[src/rtl/dmem_arb_pkg.sv]
// Shared types for the data-memory arbiter: FSM states, grant encoding and
// the width of the starvation counter.
package dmem_arb_pkg;

    localparam int STARVE_W = 4;

    typedef enum logic [1:0] {
        ARB_IDLE   = 2'd0,
        ARB_CPU_RD = 2'd1,
        ARB_DBG_RD = 2'd2
    } arb_state_e;

    typedef enum logic [1:0] {
        GNT_NONE = 2'd0,
        GNT_CPU  = 2'd1,
        GNT_DBG  = 2'd2
    } arb_gnt_e;

endpackage

[src/rtl/dmem_arbiter_starve_counter.sv]
// Saturating count of arbitration cycles the debug port has lost in a row;
// at_limit tells the arbiter to let the debug port win the next contest.
module arb_starve_counter
    import dmem_arb_pkg::*;
(
    input  logic                clk,
    input  logic                reset,
    input  logic                inc,
    input  logic                clr,
    input  logic [STARVE_W-1:0] limit,
    output logic                at_limit
);

    logic [STARVE_W-1:0] cnt_q;
    logic [STARVE_W-1:0] cnt_d;

    // Clear wins over increment; the count never moves past the limit.
    always_comb begin
        cnt_d = cnt_q;
        if (clr) begin
            cnt_d = '0;
        end else if (inc && (cnt_q < limit)) begin
            cnt_d = cnt_q + STARVE_W'(1);
        end
    end

    always_ff @(posedge clk or negedge reset) begin
        if (!reset) begin
            cnt_q <= '0;
        end else begin
            cnt_q <= cnt_d;
        end
    end

    assign at_limit = (cnt_q == limit);

endmodule

[src/rtl/dmem_arbiter.sv]
// Shares the single-port data memory between the CPU MEM stage and the
// debug/DMA loader, sequencing writes and two-phase reads and stalling the CPU.
module dmem_arbiter
    import dmem_arb_pkg::*;
#(
    parameter int DATA_WIDTH   = 16,
    parameter int ADDR_WIDTH   = 8,
    parameter int STARVE_LIMIT = 4
) (
    input  logic                  clk,
    input  logic                  reset,
    input  logic                  cpu_req,
    input  logic                  cpu_we,
    input  logic [ADDR_WIDTH-1:0] cpu_addr,
    input  logic [DATA_WIDTH-1:0] cpu_wdata,
    output logic [DATA_WIDTH-1:0] cpu_rdata,
    output logic                  cpu_stall,
    input  logic                  dbg_valid,
    output logic                  dbg_ready,
    input  logic                  dbg_we,
    input  logic [ADDR_WIDTH-1:0] dbg_addr,
    input  logic [DATA_WIDTH-1:0] dbg_wdata,
    output logic                  dbg_rvalid,
    output logic [DATA_WIDTH-1:0] dbg_rdata,
    output logic                  mem_en,
    output logic                  mem_we,
    output logic [ADDR_WIDTH-1:0] mem_addr,
    output logic [DATA_WIDTH-1:0] mem_wdata,
    input  logic [DATA_WIDTH-1:0] mem_rdata
);

    localparam logic [STARVE_W-1:0] LIMIT = STARVE_W'(STARVE_LIMIT);

    arb_state_e            state_q, state_d;
    logic [DATA_WIDTH-1:0] hold_q, hold_d;
    logic [DATA_WIDTH-1:0] dbg_rdata_q, dbg_rdata_d;
    logic                  dbg_rvalid_q, dbg_rvalid_d;

    arb_gnt_e gnt;
    logic     idle;
    logic     at_limit;
    logic     starve_inc;
    logic     starve_clr;

    assign idle = (state_q == ARB_IDLE);

    // Gating with reset keeps every strobe quiet while reset is held, even
    // though the state register already sits in ARB_IDLE.
    always_comb begin
        gnt = GNT_NONE;
        if (reset && idle) begin
            if (cpu_req && !(dbg_valid && at_limit)) begin
                gnt = GNT_CPU;
            end else if (dbg_valid) begin
                gnt = GNT_DBG;
            end
        end
    end

    always_comb begin
        mem_en    = 1'b0;
        mem_we    = 1'b0;
        mem_addr  = '0;
        mem_wdata = '0;
        case (gnt)
            GNT_CPU: begin
                mem_en    = 1'b1;
                mem_we    = cpu_we;
                mem_addr  = cpu_addr;
                mem_wdata = cpu_wdata;
            end
            GNT_DBG: begin
                mem_en    = 1'b1;
                mem_we    = dbg_we;
                mem_addr  = dbg_addr;
                mem_wdata = dbg_wdata;
            end
            default: ;
        endcase
    end

    always_comb begin
        state_d      = ARB_IDLE;
        hold_d       = hold_q;
        dbg_rdata_d  = dbg_rdata_q;
        dbg_rvalid_d = 1'b0;
        cpu_stall    = cpu_req;
        cpu_rdata    = hold_q;
        case (state_q)
            ARB_IDLE: begin
                if (gnt == GNT_CPU) begin
                    cpu_stall = !cpu_we;
                    state_d   = cpu_we ? ARB_IDLE : ARB_CPU_RD;
                end else if (gnt == GNT_DBG && !dbg_we) begin
                    state_d = ARB_DBG_RD;
                end
            end
            ARB_CPU_RD: begin
                cpu_stall = 1'b0;
                cpu_rdata = mem_rdata;
                hold_d    = mem_rdata;
            end
            ARB_DBG_RD: begin
                dbg_rdata_d  = mem_rdata;
                dbg_rvalid_d = 1'b1;
            end
            default: ;
        endcase
    end

    assign dbg_ready  = (gnt == GNT_DBG);
    assign dbg_rvalid = dbg_rvalid_q;
    assign dbg_rdata  = dbg_rdata_q;

    // The starvation count only moves in arbitration cycles.
    assign starve_inc = idle && dbg_valid && (gnt != GNT_DBG);
    assign starve_clr = idle && (!dbg_valid || (gnt == GNT_DBG));

    arb_starve_counter u_starve (
        .clk      (clk),
        .reset    (reset),
        .inc      (starve_inc),
        .clr      (starve_clr),
        .limit    (LIMIT),
        .at_limit (at_limit)
    );

    always_ff @(posedge clk or negedge reset) begin
        if (!reset) begin
            state_q      <= ARB_IDLE;
            hold_q       <= '0;
            dbg_rdata_q  <= '0;
            dbg_rvalid_q <= 1'b0;
        end else begin
            state_q      <= state_d;
            hold_q       <= hold_d;
            dbg_rdata_q  <= dbg_rdata_d;
            dbg_rvalid_q <= dbg_rvalid_d;
        end
    end

endmodule

[config.mk]
export PLATFORM = sky130hd
export DESIGN_NAME = dmem_arbiter
export DESIGN_NICKNAME = d
export VERILOG_FILES = /design/src/rtl/dmem_arb_pkg.sv /design/src/rtl/dmem_arbiter_starve_counter.sv /design/src/rtl/dmem_arbiter.sv
export SDC_FILE = /design/constraint.sdc
export NUM_CORES = 1
export LEC_CHECK = 0
export ABC_AREA = 1
export BUFFER_PORTS_ARGS = -buffer_cell sky130_fd_sc_hd__buf_2
export CAP_MARGIN = 20
export CORE_MARGIN = 2
export CORE_UTILIZATION = 45
export CTS_BUF_LIST = sky130_fd_sc_hd__clkbuf_8
export CTS_CLUSTER_SIZE = 16
export DETAILED_ROUTE_END_ITERATION = 12
export GPL_ROUTABILITY_DRIVEN = 0
export PLACE_DENSITY = 0.79
export SYNTH_ARGS = -nofsm -noshare
export SYNTH_HDL_FRONTEND = slang
export SYNTH_SLANG_ARGS = --single-unit
export TNS_END_PERCENT = 10
[constraint.sdc]
create_clock -name clk -period 2.13 [get_ports clk]
set_clock_uncertainty 0.1 [all_clocks]
set_input_delay 0.213 -clock clk [delete_from_list [all_inputs] [get_ports clk]]
set_output_delay 0.213 -clock clk [all_outputs]
set_load 0.02 [all_outputs]
# Word level (Yosys, flattened, before mapping)
# Cells that the tools add are included.
op_classes:
  add_sub_neg: 1
  magnitude_cmp: 1
  eq_ne: 6
  n_mux: 17
  n_reduce_logical: 16
ops:
  columns: ["op", "count"]
  rows:
  - ["one-hot mux 16 bit (2 select lines)", 1]
  - ["two-way mux 16 bit", 1]
  - ["one-hot mux 8 bit (2 select lines)", 1]
  - ["two-way mux 2 bit", 6]
  - ["logical AND 1 bit", 8]
  - ["two-way mux 4 bit", 2]
  - ["adder 4 x 1 -> 4 bit, second input constant", 1]
  - ["== test 2 x 1 -> 1 bit, second input constant", 2]
  - ["== test 2 bit, second input constant", 2]
  - ["== test 4 x 3 -> 1 bit, second input constant", 1]
  - ["logical NOT 1 bit", 4]
  - ["less-than comparator 4 x 3 -> 1 bit, second input constant", 1]
  - ["two-way mux 1 bit", 4]
  - ["one-hot mux 1 bit (2 select lines)", 2]
  - ["logical NOT 2 bit", 1]
  - ["!= test 2 bit, second input constant", 1]
  - ["nonzero test 2 bit", 1]
  - ["OR reduction 2 bit", 1]
  - ["logical OR 1 bit", 1]
totals:
  ff_bits: 39
  input_bits: 70
  output_inout_bits: 61
  word_cells: 46

# Logic depth before layout (Yosys ltp)
logic_depth:
  word_depth: 11
  ltp_mapped: 10
  ltp_nobuf: 10

# Cells and area by module
# From an unflattened synthesis, not the netlist that was laid out.
hier_totals:
  hier_cells: 294
  area_unflattened_um2: 2277.2
by_module_without_submodules:
  columns: ["mod", "instances", "cells_each", "area_per_inst_um2", "seq_area_each_um2"]
  rows:
  - ["dmem_arbiter", 1, 242, 1911.8, 875.8]
  - ["arb_starve_counter", 1, 52, 365.4, 100.1]

# Worst setup path before layout
# No wires, ideal clock.
synth_timing:
  path_type: "register to output"
  start: "register u_starve.cnt_q[0]"
  end: "output mem_addr[0]"
  arrival_time_ps: 1963
  required_ps: 1817
  setup_slack_ps: -146
  stages_incl_launch_ff: 10
  n_path_buf: 2
  cell_sequence: "dfrtp_1 -> inv_1 -> ha_1 -> nand4_1 -> a21oi_1 -> ha_1 -> buf_2 -> buf_2 -> nand2_1 -> a21oi_1"
synth_between:
  elab_chain_len: 8
  elab_cells_between_ends: 9
  classes_between: "3 x eq/ne; 3 x mux; 3 x reduce/logical"
synth_lines:
  columns: ["item", "line_no", "rtl"]
  rows:
  - ["start: declaration", "dmem_arbiter_starve_counter.sv:14", "logic [STARVE_W-1:0] cnt_q;"]
  - ["start signal: assignment", "dmem_arbiter_starve_counter.sv:31", "cnt_q <= cnt_d;"]
  - ["== test 4 x 3 -> 1 bit", "dmem_arbiter_starve_counter.sv:35", "assign at_limit = (cnt_q == limit);"]
  - ["logical AND 1 bit", "dmem_arbiter.sv:52", "if (cpu_req && !(dbg_valid && at_limit)) begin"]
  - ["logical NOT 1 bit", "dmem_arbiter.sv:52", null]
  - ["logical AND 1 bit", "dmem_arbiter.sv:52", null]
  - ["two-way mux 2 bit", "dmem_arbiter.sv:52", null]
  - ["two-way mux 2 bit", "dmem_arbiter.sv:51", "if (reset && idle) begin"]
  - ["== test 2 bit", null, null]
  - ["net dbg_ready", "dmem_arbiter.sv:19", "output logic dbg_ready,"]
  - ["one-hot mux 8 bit (2 select lines)", "dmem_arbiter.sv:65", "case (gnt)"]
  - ["end: declaration", "dmem_arbiter.sv:27", "output logic [ADDR_WIDTH-1:0] mem_addr,"]
# The timed path passes the listed nets, and every way through them passes these cells.

# Worst setup path in the final report
layout_timing:
  start: "register u_starve.cnt_q[0]"
  end: "output mem_addr[0]"
layout_between:
  elab_chain_len: 8
  elab_cells_between_ends: 9
  classes_between: "3 x eq/ne; 3 x mux; 3 x reduce/logical"
layout_lines:
  columns: ["item", "line_no"]
  rows:
  - ["== test 4 x 3 -> 1 bit *", "dmem_arbiter_starve_counter.sv:35"]
  - ["logical AND 1 bit *", "dmem_arbiter.sv:52"]
  - ["logical NOT 1 bit *", "dmem_arbiter.sv:52"]
  - ["logical AND 1 bit *", "dmem_arbiter.sv:52"]
  - ["two-way mux 2 bit *", "dmem_arbiter.sv:52"]
  - ["two-way mux 2 bit *", "dmem_arbiter.sv:51"]
  - ["== test 2 bit or == test 2 x 1 -> 1 bit (tied branches)", "dmem_arbiter.sv:65"]
  - ["one-hot mux 8 bit (2 select lines) *", "dmem_arbiter.sv:65"]
# Every way passes the cells marked *; elsewhere a longest branch is shown, timed or not.

==> PnR_summary.wiki <==
{| class="wikitable"
! Metric !! Value
|-
| Tightest Pin Transition || between 0.4 and 0.5 ns
|-
| Number of antenna-violating nets in the routed design || 0
|-
| Total Routed Length || 6060 µm
|-
| Area inside the core boundary || ~0.0047 mm²
|-
| Count of unique library cells instantiated by Yosys || 21
|-
| I/O Buffers || between 100 and 150
|-
| NetSw || 1.09 mW
|-
| Highest Clock Rate || 403 MHz
|-
| Share of final-layout standard cells stronger than drive strength 1 || 0.579
|-
| CP startpoint kind || flip-flop
|-
| Yosys Warn Count || 0
|-
| H-tree level count || 2
|-
| Max-slew violation count || 0
|-
| Total setup violations reported at the end of the flow || 28
|-
| Initial cell density of the core || 0.462
|-
| DP HPWL || between 4000 and 5000 µm
|-
| Final core utilization || 0.708
|-
| Part of the power in registers || 0.388
|-
| Relative contribution of combinational cells to total power || 0.447
|-
| Int Pwr || 1.67 mW
|-
| Area of the mapped netlist || 0.00215 mm²
|-
| Req. time, crit path || between 1.5 and 2 ns
|-
| Synthesized instance count || approximately 260
|-
| Final WS setup || -0.350 ns
|-
| Clock-pin slew reported for the worst setup and hold paths after clock tree synthesis || roughly 0.07 ns
|-
| Row count || 25
|-
| Growth of design area from synthesis to finish || 53.3%
|-
| Max_slew headroom || 0.683
|-
| Maximum number of pins on one net before global-route repair || 40
|-
| Endpoints failing hold || 0
|-
| Signal arrival time at the worst endpoint || ~2.2 ns
|-
| DRC violation count after routing || 0
|-
| X dimension of the die || approximately 73 µm
|-
| Post-synthesis area per instance || approximately 8.3 µm²
|-
| Number of buffers created by CTS || 5
|-
| Max rail drop VDD || 783 µV
|-
| Iteration-0 DRC Markers || 80
|-
| Latest clock arrival within the worst-skew pair || 0.28 ns
|-
| Cell at the root of the clock tree || sky130_fd_sc_hd__clkbuf_8
|-
| Diode insertion count for antenna repair || 0
|-
| Unrepaired setup endpoints after global routing || true
|-
| CP cell instances || inv_2 > ha_4 > nand4_1 > a21oi_2 > ha_4 > buf_12 > nand2_1 > a21oi_2 > buf_4
|-
| Period Utilization, post-route || 1.16
|-
| Status || complete, but fails checks
|-
| Die height || approximately 73 µm
|-
| Clock period minus final worst setup slack || 2.48 ns
|-
| Multi-input gate area in the final layout || 0.00112 mm²
|-
| Post-route cell area || 0.00330 mm²
|-
| Instance area at placement || between 0.002 and 0.003 mm²
|-
| Number of max-cap violations || 0
|-
| Reported leakage power || between 1.5 and 2 nW
|-
| Seq/Total Area, Yosys || 0.453
|-
| Highest net fanout along the worst path || 7
|-
| Critical path buffers and inverters || 3
|-
| Clk pwr share || 0.165
|-
| Net count after synthesis || ~330
|-
| GRT Util Overall || 0.201
|-
| CTS tree || built
|-
| Biggest cell delay along the critical path || between 0.4 and 0.5 ns
|-
| Average wire per cell in the routed design || 13.4 µm
|-
| Type of the most critical hold path || in2reg
|-
| Fraction of power spent switching nets || 0.396
|-
| Total grt overflow || 0
|-
| Vias/cell || 4.86
|-
| Routed via count || between 2k and 2.5k
|-
| CP max-delay cell || sky130_fd_sc_hd__dfrtp_1
|-
| Flip-flop and latch count after synthesis || 39
|-
| Cell family with most CP delay || compound AO/OA/AOI/OAI gates
|-
| Endpoint type of the worst setup path || primary output
|-
| Sequential cell area || roughly 980 µm²
|-
| Layout net count || around 470
|-
| Critical path type || reg2out
|-
| Number of clock sinks seen by CTS || 39
|-
| Power density cells || ~840 mW/mm²
|-
| I/O pins || about 130
|-
| Number of global-route vias before repair || roughly 1.8k
|-
| Number of detailed-routing iterations run before antenna repair || 5
|-
| Die outline area || around 0.0054 mm²
|-
| Failing checks || setup timing
|-
| Wire length of the first global-routing pass || 8370 µm
|-
| Deepest clock path buffer count || 2
|-
| Number of antenna violations at the first check in global routing || 0
|-
| Total of fill cells in the finished design || 363
|}
-- sequential cells by signal, summed over array words and instances, names as in the netlist --
register        cells
state_q             2
u_starve.cnt_q      4
dbg_rdata          16
hold_q             16
dbg_rvalid          1
-- power by group through the flow --
stage          Clock [mW]  Combinational [mW]  Sequential [mW]
3_3_place_gp            0                1.11             1.07
6_report            0.456                1.24             1.07
3_5_place_dp            0                1.14             1.08
2_1_floorplan           0               0.610             1.22
5_1_grt             0.500                1.34             1.10
4_1_cts             0.471                1.17             1.07
-- worst paths after layout --
check	slack, ns	startpoint	end	cells past startpoint
worst max-delay path	-0.35	u_starve.cnt_q[0]$_DFFE_PN0P_	mem_addr[0]	9
worst min-delay path	0.01	cpu_we	state_q[0]$_DFF_PN0_	2
max in group asynchronous	1.14	reset	state_q[0]$_DFF_PN0_	3
min in group asynchronous	0.46	reset	dbg_rdata[15]$_DFFE_PN0P_	3
worst min register to register	0.37	hold_q[4]$_DFF_PN0_	hold_q[4]$_DFF_PN0_	2
worst max register to register	0.25	u_starve.cnt_q[0]$_DFFE_PN0P_	state_q[1]$_DFF_PN0_	8
-- timing repair --
item,CTS,global route
setup buffers,0,4
resized for setup,36,20
pin swaps,1,6
hold endpoints to repair,40,0
endpoints found under the setup margin,28,28
gates cloned,0,3
hold buffers,2,0
-- worst reg2reg max path: stages (launching register included) --
cell and delay, ns:
sky130_fd_sc_hd__dfrtp_1 0.42, sky130_fd_sc_hd__inv_2 0.10, sky130_fd_sc_hd__ha_4 0.12, sky130_fd_sc_hd__nand4_1 0.17
sky130_fd_sc_hd__nand2_1 0.12, sky130_fd_sc_hd__nand3_1 0.12, sky130_fd_sc_hd__ha_4 0.21, sky130_fd_sc_hd__buf_4 0.16
sky130_fd_sc_hd__nor4_1 0.26
-- area by class of cell --
type                    count  area share
flip-flops and latches     39       0.296
well taps                  54      0.0205
multi-input cells         176       0.338
clock inverters             3     0.00379
clock buffers               5      0.0208
inverters                  28      0.0318
repair buffers            148       0.289
-- layout by cell type, fill, tap and decap left out, drive strengths merged --
master,n
nor2,7
nor4,1
inv,30
dlygate4sd3,2
clkbuf,7
buf,144
nand2,96
clkinv,1
nand3,5
a21oi,27
o21ai,34
ha,5
nand4,1
dfrtp,39
-- through the flow --
stage | setup slack, ns | hold WS [ns] | std cells | setup TNS, ns | power, mW
after CTS | -0.207 | 0.00170 | 446 | -4.84 | 2.71
after detailed placement | -0.00370 | 0.243 | 436 | -0.00370 | 2.22
after floorplan | -0.0111 | -0.183 | 258 | -0.211 | 1.83
after global placement | 0.114 | 0.242 | 436 | 0 | 2.18
after global routing | -0.447 | 0.000540 | 453 | -10.65 | 2.94
final | -0.350 | 0.00992 | 453 | -7.97 | 2.76
-- cell usage after synthesis --
master | count | area, µm²
sky130_fd_sc_hd__nand2_1 | 87 | 327
sky130_fd_sc_hd__dfrtp_1 | 39 | 976
sky130_fd_sc_hd__o21ai_2 | 30 | 263
sky130_fd_sc_hd__a21oi_1 | 27 | 135
sky130_fd_sc_hd__inv_1 | 26 | 97.6
sky130_fd_sc_hd__buf_2 | 8 | 40.0
sky130_fd_sc_hd__nand2_2 | 7 | 43.8
sky130_fd_sc_hd__nor2_1 | 6 | 22.5
sky130_fd_sc_hd__ha_1 | 5 | 62.6
sky130_fd_sc_hd__nand3_1 | 5 | 25.0
sky130_fd_sc_hd__buf_6 | 3 | 33.8
sky130_fd_sc_hd__buf_8 | 2 | 30.0
sky130_fd_sc_hd__inv_2 | 2 | 7.51
sky130_fd_sc_hd__nand2_4 | 2 | 22.5
sky130_fd_sc_hd__o21ai_0 | 2 | 10.0
sky130_fd_sc_hd__o21ai_1 | 2 | 10.0
sky130_fd_sc_hd__buf_12 | 1 | 20.0
sky130_fd_sc_hd__clkbuf_1 | 1 | 3.75
sky130_fd_sc_hd__nand4_1 | 1 | 6.26
sky130_fd_sc_hd__nor2_4 | 1 | 11.3
sky130_fd_sc_hd__nor4_1 | 1 | 6.26
-- kinds of logic (layout without fill, tap and decap cells) --
group / count (synthesis) / in the layout / share of synthesized area
AOI/OAI and AO/OA: 61 / 61 / 0.194
adders and majority gates: 5 / 5 / 0.0291
and+or+nand+nor: 110 / 110 / 0.216
buffers and inverters: 43 / 184 / 0.108
DFF: 39 / 39 / 0.453
-- layer usage --
metal,track usage,wire [µm]
met5,0,0
met4,0.0638,88
met3,0.0456,338
met2,0.310,3190
met1,0.281,2450
No activity file was read; power rests on OpenSTA's default activity.
